===== src/rtl/mips150_io_ctrl.sv =====
// MIPS150 memory-mapped IO: UART TX, UART RX with FIFO, cycle counter.
// Define IO_CYCLE_COUNTER_EN to build the cycle counter at offset 0x10.
module mips150_io_ctrl #(
    parameter int CLKS_PER_BIT  = 868,
    parameter int RX_FIFO_DEPTH = 4
) (
    input  logic        clk,
    input  logic        rst,
    input  logic [7:0]  addr,
    input  logic [3:0]  store_mask,
    input  logic        load_sel,
    input  logic [31:0] wdata,
    output logic [31:0] rdata,
    input  logic        uart_rx,
    output logic        uart_tx
);

    localparam int CW = $clog2(CLKS_PER_BIT);
    localparam int AW = $clog2(RX_FIFO_DEPTH);
    localparam int PW = AW + 1;
    localparam logic [CW-1:0] BIT_LAST  = CW'(CLKS_PER_BIT - 1);
    localparam logic [CW-1:0] HALF_LAST = CW'(CLKS_PER_BIT / 2 - 1);

    typedef enum logic [1:0] {
        S_IDLE  = 2'd0,
        S_START = 2'd1,
        S_DATA  = 2'd2,
        S_STOP  = 2'd3
    } uartState_t;

    logic unusedBits;
    assign unusedBits = ^{addr[1:0], wdata[31:8]};

    logic [5:0] regIdx;
    logic       wrAccess;
    logic       rdAccess;
    logic       selTxStat;
    logic       selRxStat;
    logic       selTxData;
    logic       selRxData;

    assign regIdx    = addr[7:2];
    assign wrAccess  = |store_mask;
    assign rdAccess  = load_sel && !wrAccess;
    assign selTxStat = (regIdx == 6'd0);
    assign selRxStat = (regIdx == 6'd1);
    assign selTxData = (regIdx == 6'd2);
    assign selRxData = (regIdx == 6'd3);

    // ---------------- UART transmitter ----------------
    uartState_t txState, txStateNext;
    logic [CW-1:0] txCnt, txCntNext;
    logic [2:0]    txBitIdx, txBitIdxNext;
    logic [7:0]    txShift, txShiftNext;
    logic          txLine;
    logic          txReady;
    logic          txWrite;

    assign txReady = (txState == S_IDLE);
    assign txWrite = wrAccess && selTxData;

    always_ff @(posedge clk) begin
        if (rst) begin
            txState  <= S_IDLE;
            txCnt    <= '0;
            txBitIdx <= '0;
            txShift  <= '0;
            uart_tx  <= 1'b1;
        end else begin
            txState  <= txStateNext;
            txCnt    <= txCntNext;
            txBitIdx <= txBitIdxNext;
            txShift  <= txShiftNext;
            uart_tx  <= txLine;
        end
    end

    always_comb begin
        txStateNext  = txState;
        txCntNext    = txCnt;
        txBitIdxNext = txBitIdx;
        txShiftNext  = txShift;
        txLine       = 1'b1;
        unique case (txState)
            S_IDLE: begin
                if (txWrite) begin
                    txStateNext = S_START;
                    txCntNext   = '0;
                    txShiftNext = wdata[7:0];
                end
            end
            S_START: begin
                txLine = 1'b0;
                if (txCnt == BIT_LAST) begin
                    txStateNext  = S_DATA;
                    txCntNext    = '0;
                    txBitIdxNext = '0;
                end else begin
                    txCntNext = txCnt + CW'(1);
                end
            end
            S_DATA: begin
                txLine = txShift[0];
                if (txCnt == BIT_LAST) begin
                    txCntNext   = '0;
                    txShiftNext = {1'b0, txShift[7:1]};
                    if (txBitIdx == 3'd7) begin
                        txStateNext = S_STOP;
                    end else begin
                        txBitIdxNext = txBitIdx + 3'd1;
                    end
                end else begin
                    txCntNext = txCnt + CW'(1);
                end
            end
            S_STOP: begin
                if (txCnt == BIT_LAST) begin
                    txStateNext = S_IDLE;
                    txCntNext   = '0;
                end else begin
                    txCntNext = txCnt + CW'(1);
                end
            end
            default: txStateNext = S_IDLE;
        endcase
    end

    // ---------------- UART receiver ----------------
    logic [1:0]    rxSync;
    logic          rxLine;
    uartState_t    rxState, rxStateNext;
    logic [CW-1:0] rxCnt, rxCntNext;
    logic [2:0]    rxBitIdx, rxBitIdxNext;
    logic [7:0]    rxShift, rxShiftNext;
    logic          rxPush;

    assign rxLine = rxSync[1];

    always_ff @(posedge clk) begin
        if (rst) begin
            rxSync   <= 2'b11;
            rxState  <= S_IDLE;
            rxCnt    <= '0;
            rxBitIdx <= '0;
            rxShift  <= '0;
        end else begin
            rxSync   <= {rxSync[0], uart_rx};
            rxState  <= rxStateNext;
            rxCnt    <= rxCntNext;
            rxBitIdx <= rxBitIdxNext;
            rxShift  <= rxShiftNext;
        end
    end

    always_comb begin
        rxStateNext  = rxState;
        rxCntNext    = rxCnt;
        rxBitIdxNext = rxBitIdx;
        rxShiftNext  = rxShift;
        rxPush       = 1'b0;
        unique case (rxState)
            S_IDLE: begin
                if (!rxLine) begin
                    rxStateNext = S_START;
                    rxCntNext   = '0;
                end
            end
            S_START: begin
                // Half-bit check rejects short low glitches
                if (rxCnt == HALF_LAST) begin
                    rxCntNext    = '0;
                    rxBitIdxNext = '0;
                    rxStateNext  = rxLine ? S_IDLE : S_DATA;
                end else begin
                    rxCntNext = rxCnt + CW'(1);
                end
            end
            S_DATA: begin
                if (rxCnt == BIT_LAST) begin
                    rxCntNext   = '0;
                    rxShiftNext = {rxLine, rxShift[7:1]};
                    if (rxBitIdx == 3'd7) begin
                        rxStateNext = S_STOP;
                    end else begin
                        rxBitIdxNext = rxBitIdx + 3'd1;
                    end
                end else begin
                    rxCntNext = rxCnt + CW'(1);
                end
            end
            S_STOP: begin
                if (rxCnt == BIT_LAST) begin
                    rxPush      = rxLine;
                    rxCntNext   = '0;
                    rxStateNext = S_IDLE;
                end else begin
                    rxCntNext = rxCnt + CW'(1);
                end
            end
            default: rxStateNext = S_IDLE;
        endcase
    end

    // ---------------- RX FIFO ----------------
    logic [7:0]    fifoMem [RX_FIFO_DEPTH];
    logic [PW-1:0] wrPtr;
    logic [PW-1:0] rdPtr;
    logic          fifoEmpty;
    logic          fifoFull;
    logic          doPop;
    logic          doPush;
    logic          ovfSet;
    logic          ovfClr;
    logic          overflow;
    logic [7:0]    fifoHead;

    assign fifoEmpty = (wrPtr == rdPtr);
    assign fifoFull  = (wrPtr[AW] != rdPtr[AW]) &&
                       (wrPtr[AW-1:0] == rdPtr[AW-1:0]);
    assign fifoHead  = fifoMem[rdPtr[AW-1:0]];
    assign doPop     = rdAccess && selRxData && !fifoEmpty;
    assign doPush    = rxPush && (!fifoFull || doPop);
    assign ovfSet    = rxPush && fifoFull && !doPop;
    assign ovfClr    = rdAccess && selRxStat;

    always_ff @(posedge clk) begin
        if (rst) begin
            wrPtr    <= '0;
            rdPtr    <= '0;
            overflow <= 1'b0;
        end else begin
            if (doPush) wrPtr <= wrPtr + PW'(1);
            if (doPop)  rdPtr <= rdPtr + PW'(1);
            if (ovfSet) begin
                overflow <= 1'b1;
            end else if (ovfClr) begin
                overflow <= 1'b0;
            end
        end
    end

    always_ff @(posedge clk) begin
        if (doPush) fifoMem[wrPtr[AW-1:0]] <= rxShift;
    end

    // ---------------- cycle counter ----------------
`ifdef IO_CYCLE_COUNTER_EN
    logic        selCnt;
    logic        cntClr;
    logic [31:0] cycCnt;

    assign selCnt = (regIdx == 6'd4);
    assign cntClr = wrAccess && selCnt;

    always_ff @(posedge clk) begin
        if (rst || cntClr) begin
            cycCnt <= '0;
        end else begin
            cycCnt <= cycCnt + 32'd1;
        end
    end
`endif

    // ---------------- load data ----------------
    logic [31:0] readVal;

    always_comb begin
        readVal = '0;
        unique case (1'b1)
            selTxStat: readVal = {31'b0, txReady};
            selRxStat: readVal = {30'b0, overflow, !fifoEmpty};
            selRxData: readVal = fifoEmpty ? 32'b0 : {24'b0, fifoHead};
`ifdef IO_CYCLE_COUNTER_EN
            selCnt:    readVal = cycCnt;
`endif
            default:   readVal = '0;
        endcase
    end

    always_ff @(posedge clk) begin
        if (rst) begin
            rdata <= '0;
        end else begin
            rdata <= rdAccess ? readVal : 32'b0;
        end
    end

endmodule

===== config.mk =====
export PLATFORM = sky130hd
export DESIGN_NAME = mips150_io_ctrl
export DESIGN_NICKNAME = d
export VERILOG_FILES = /design/src/rtl/mips150_io_ctrl.sv
export SDC_FILE = /design/constraint.sdc
export NUM_CORES = 1
export LEC_CHECK = 0
export CAP_MARGIN = 0
export CORE_MARGIN = 3
export CORE_UTILIZATION = 40
export CTS_CLUSTER_DIAMETER = 80
export CTS_CLUSTER_SIZE = 14
export DETAILED_ROUTE_END_ITERATION = 10
export PLACE_DENSITY = 0.73
export SETUP_SLACK_MARGIN = 0.1
export SLEW_MARGIN = 20
export SYNTH_ARGS = -nofsm -noshare
export SYNTH_HDL_FRONTEND = slang
export SYNTH_SLANG_ARGS = --single-unit

===== constraint.sdc =====
create_clock -name clk -period 2.2 [get_ports clk]
set_clock_uncertainty 0.05 [all_clocks]
set_input_delay 0.22 -clock clk [delete_from_list [all_inputs] [get_ports clk]]
set_output_delay 0.22 -clock clk [all_outputs]
set_load 0.01 [all_outputs]

==> run metrics <==
num ports=81; worst min-delay path class=primary input to flop; DP HPWL=6.181 mm; Post-DP Area=0.005152 mm^2; H-tree depth=3; CTS Hold Bufs=0; Max Fclk=504.7 MHz; Synth Area per Inst=10.84 um^2; initial antenna violation count=0; critical path type=flop to flop; Starting Density=0.4166; pin count of the biggest net entering global routing=36; vias in the first global route=3156; Setup WS post-layout=0.2188 ns; Synth area leader=dfxtp_1; GRT overflow=0; Die Wd=113.2 um; commonest cells after routing, fill and taps aside=dfxtp_1 (66), nor2_1 (42), edfxtp_1 (32); Mapped Area=0.004596 mm^2; Max-Cap Viols=0; Leak=1.956 nW; Post-Synthesis Cells=424; root buf cell=clkbuf_16; number of CTS-inserted buffers=9; clock tree buffer depth=2; Area Overhead vs Synth=20.45%; first-pass GRT wire length=14.60 mm; # Post-CTS Setup Buffers=0; drt via density=5.237; synth top area cells=dfxtp_1 (29%), edfxtp_1 (21%), ha_1 (4.6%); DR iter-0 viols=198; crit-path max FO=14; routed vias=3252; crit path time final=1.981 ns; outcome=completed; Post-Synth Adder-Cell Area=0.04628; Die Area=0.01281 mm^2; WHS=0.1412 ns; Synth Area in Compound Gates=0.1081; # DRC=0; Synth Area in XOR/XNOR=0.01334; Top FF cell, synth=dfxtp_1; worst slew pin tran=0.5301 ns; Port Buffers=30; DP Worst Slack=-0.1162 ns; site row count=38; GRT Resource Usage Total=0.1429; Worst Setup End Kind=flop; relative slew slack=0.6440; final net count=541; RSZ-0062 raised after global routing=true; power density cells=787.7 mW/mm^2; Reg clk slew, reported paths=0.07 ns; flops & latches, synth=98; Setup TNS Final=0 ns; total wire length=8.811 mm; Slew Limit Fails=0; layout cells sized above 1=0.1476; Final Cell Area=0.005535 mm^2; total power draw=4.360 mW; arrival time worst endpoint=2.16 ns; Peak supply drop=0.4735 mV; CTS tree=yes; Netlist cell types=61; post-cts sizing count=0; final setup fails=0; post-route ant nets=0; CP required=2.38 ns; Yosys warnings=0; Async S/R FF share, synth=0; clk_lat worst skew=0.34 ns; placer congestion estimate=0.8657; 1st-pass router iterations=4; share of the synthesized area in the top cell type=0.2875; Chip Height=113.2 um; Startpoint Class=flop; period utilization=0.9005; register area share after synthesis=0.4966; number of enable flip-flop cells after synthesis=32; main combinational cell family by area after synthesis=simple AND/OR/NAND/NOR gates; Antenna Cells=0; most common cell after layout, fill and taps aside=dfxtp_1; CTS sink cnt=98; Fin. Hold Viols=0; simple-gate share of the synthesized area=0.1862; Placeable Area=0.01103 mm^2; multiplexer area fraction after synthesis=0.08304; Routed WL per cell=14.19 um
-- cells in the mapped netlist, drive strengths merged (2+ instances only) --
| master | count |
|---|---|
| dfxtp | 66 |
| nor2 | 44 |
| edfxtp | 32 |
| buf | 28 |
| nand2 | 20 |
| mux2i | 19 |
| a21oi | 18 |
| ha | 17 |
| nand2b | 14 |
| nand3 | 14 |
| clkbuf | 12 |
| inv | 11 |
| nor2b | 10 |
| nor3 | 10 |
| a211oi | 9 |
| mux4 | 8 |
| o21ai | 8 |
| a311oi | 7 |
| and3 | 7 |
| nand4 | 7 |
| a31oi | 6 |
| and2 | 5 |
| nor4 | 5 |
| xnor2 | 4 |
| nand4b | 3 |
| nand4bb | 3 |
| or2 | 3 |
| or3 | 3 |
| xor2 | 3 |
| a22o | 2 |
| a41oi | 2 |
| nand3b | 2 |
| nor3b | 2 |
| o211a | 2 |
| o31ai | 2 |
-- state kept, by name, summed over array words and instances, names as in the netlist, 8 cells and up, named ones only --
register	flops
fifoMem	32
rxCnt	10
txCnt	10
rdata	8
rxShift	8
txShift	8
-- power breakdown --
group          internal (mW)  switching [mW]  leakage (nW)
Combinational          0.219           0.285         0.949
Clock                   1.23           0.663         0.177
Sequential              1.92          0.0396         0.830
Total                   3.37           0.987          1.96
-- kinds of logic (layout without fill, tap and decap cells) --
logic type | after synthesis | after routing
compound gates | 66 | 66
flops | 98 | 98
fa+ha+maj | 17 | 17
other cells | 1 | 24
buf+inv | 51 | 85
xor+xnor | 7 | 7
simple gates | 156 | 156
mux | 28 | 28
-- cell type report --
cell class / instances / area [um^2]
Fill cell: 967 / 5495
Sequential cell: 98 / 2282
Multi-Input combinational cell: 298 / 2115
Timing Repair Buffer: 58 / 555.5
Clock buffer: 10 / 229.0
Tap cell: 140 / 175.2
Clock inverter: 6 / 137.6
Inverter: 11 / 41.29
-- worst paths after layout --
| check | start | end | slack [ns] | cells after the start |
|---|---|---|---|---|
| hold / removal | rst | rxCnt[1]$_SDFFE_PP0P_ | 0.14 | 2 |
| hold reg to reg | rxSync[0]$_SDFF_PP1_ | rxSync[1]$_SDFF_PP1_ | 0.36 | 1 |
| setup / recovery | rxCnt[2]$_SDFFE_PP0P_ | rxCnt[8]$_SDFFE_PP0P_ | 0.22 | 5 |
| setup reg to reg | rxCnt[2]$_SDFFE_PP0P_ | rxCnt[8]$_SDFFE_PP0P_ | 0.22 | 5 |
-- critical path, cell delays in order (launching register included) --
cell and delay, ns:
dfxtp_1 0.31, or3b_4 0.43, o31ai_1 0.43, a21oi_4 0.19, and3_1 0.20, a221o_1 0.24
-- routing by layer --
layer / vias to the layer above / global-route usage / part of all wire
met5: - / 0 / 0
met4: 0 / 0.03846 / 0.0050
met3: 4 / 0.04385 / 0.047
met2: 76 / 0.2551 / 0.52
met1: 1572 / 0.1659 / 0.43
li1: 1600 / - / -
-- through the flow --
step	cells	utilization
after floorplan	447	-
after global placement	605	0.4671
after detailed placement	605	0.4671
after CTS	621	0.5003
after global routing	621	0.5018
final	621	0.5018
Power figures use the tool's default switching activity.
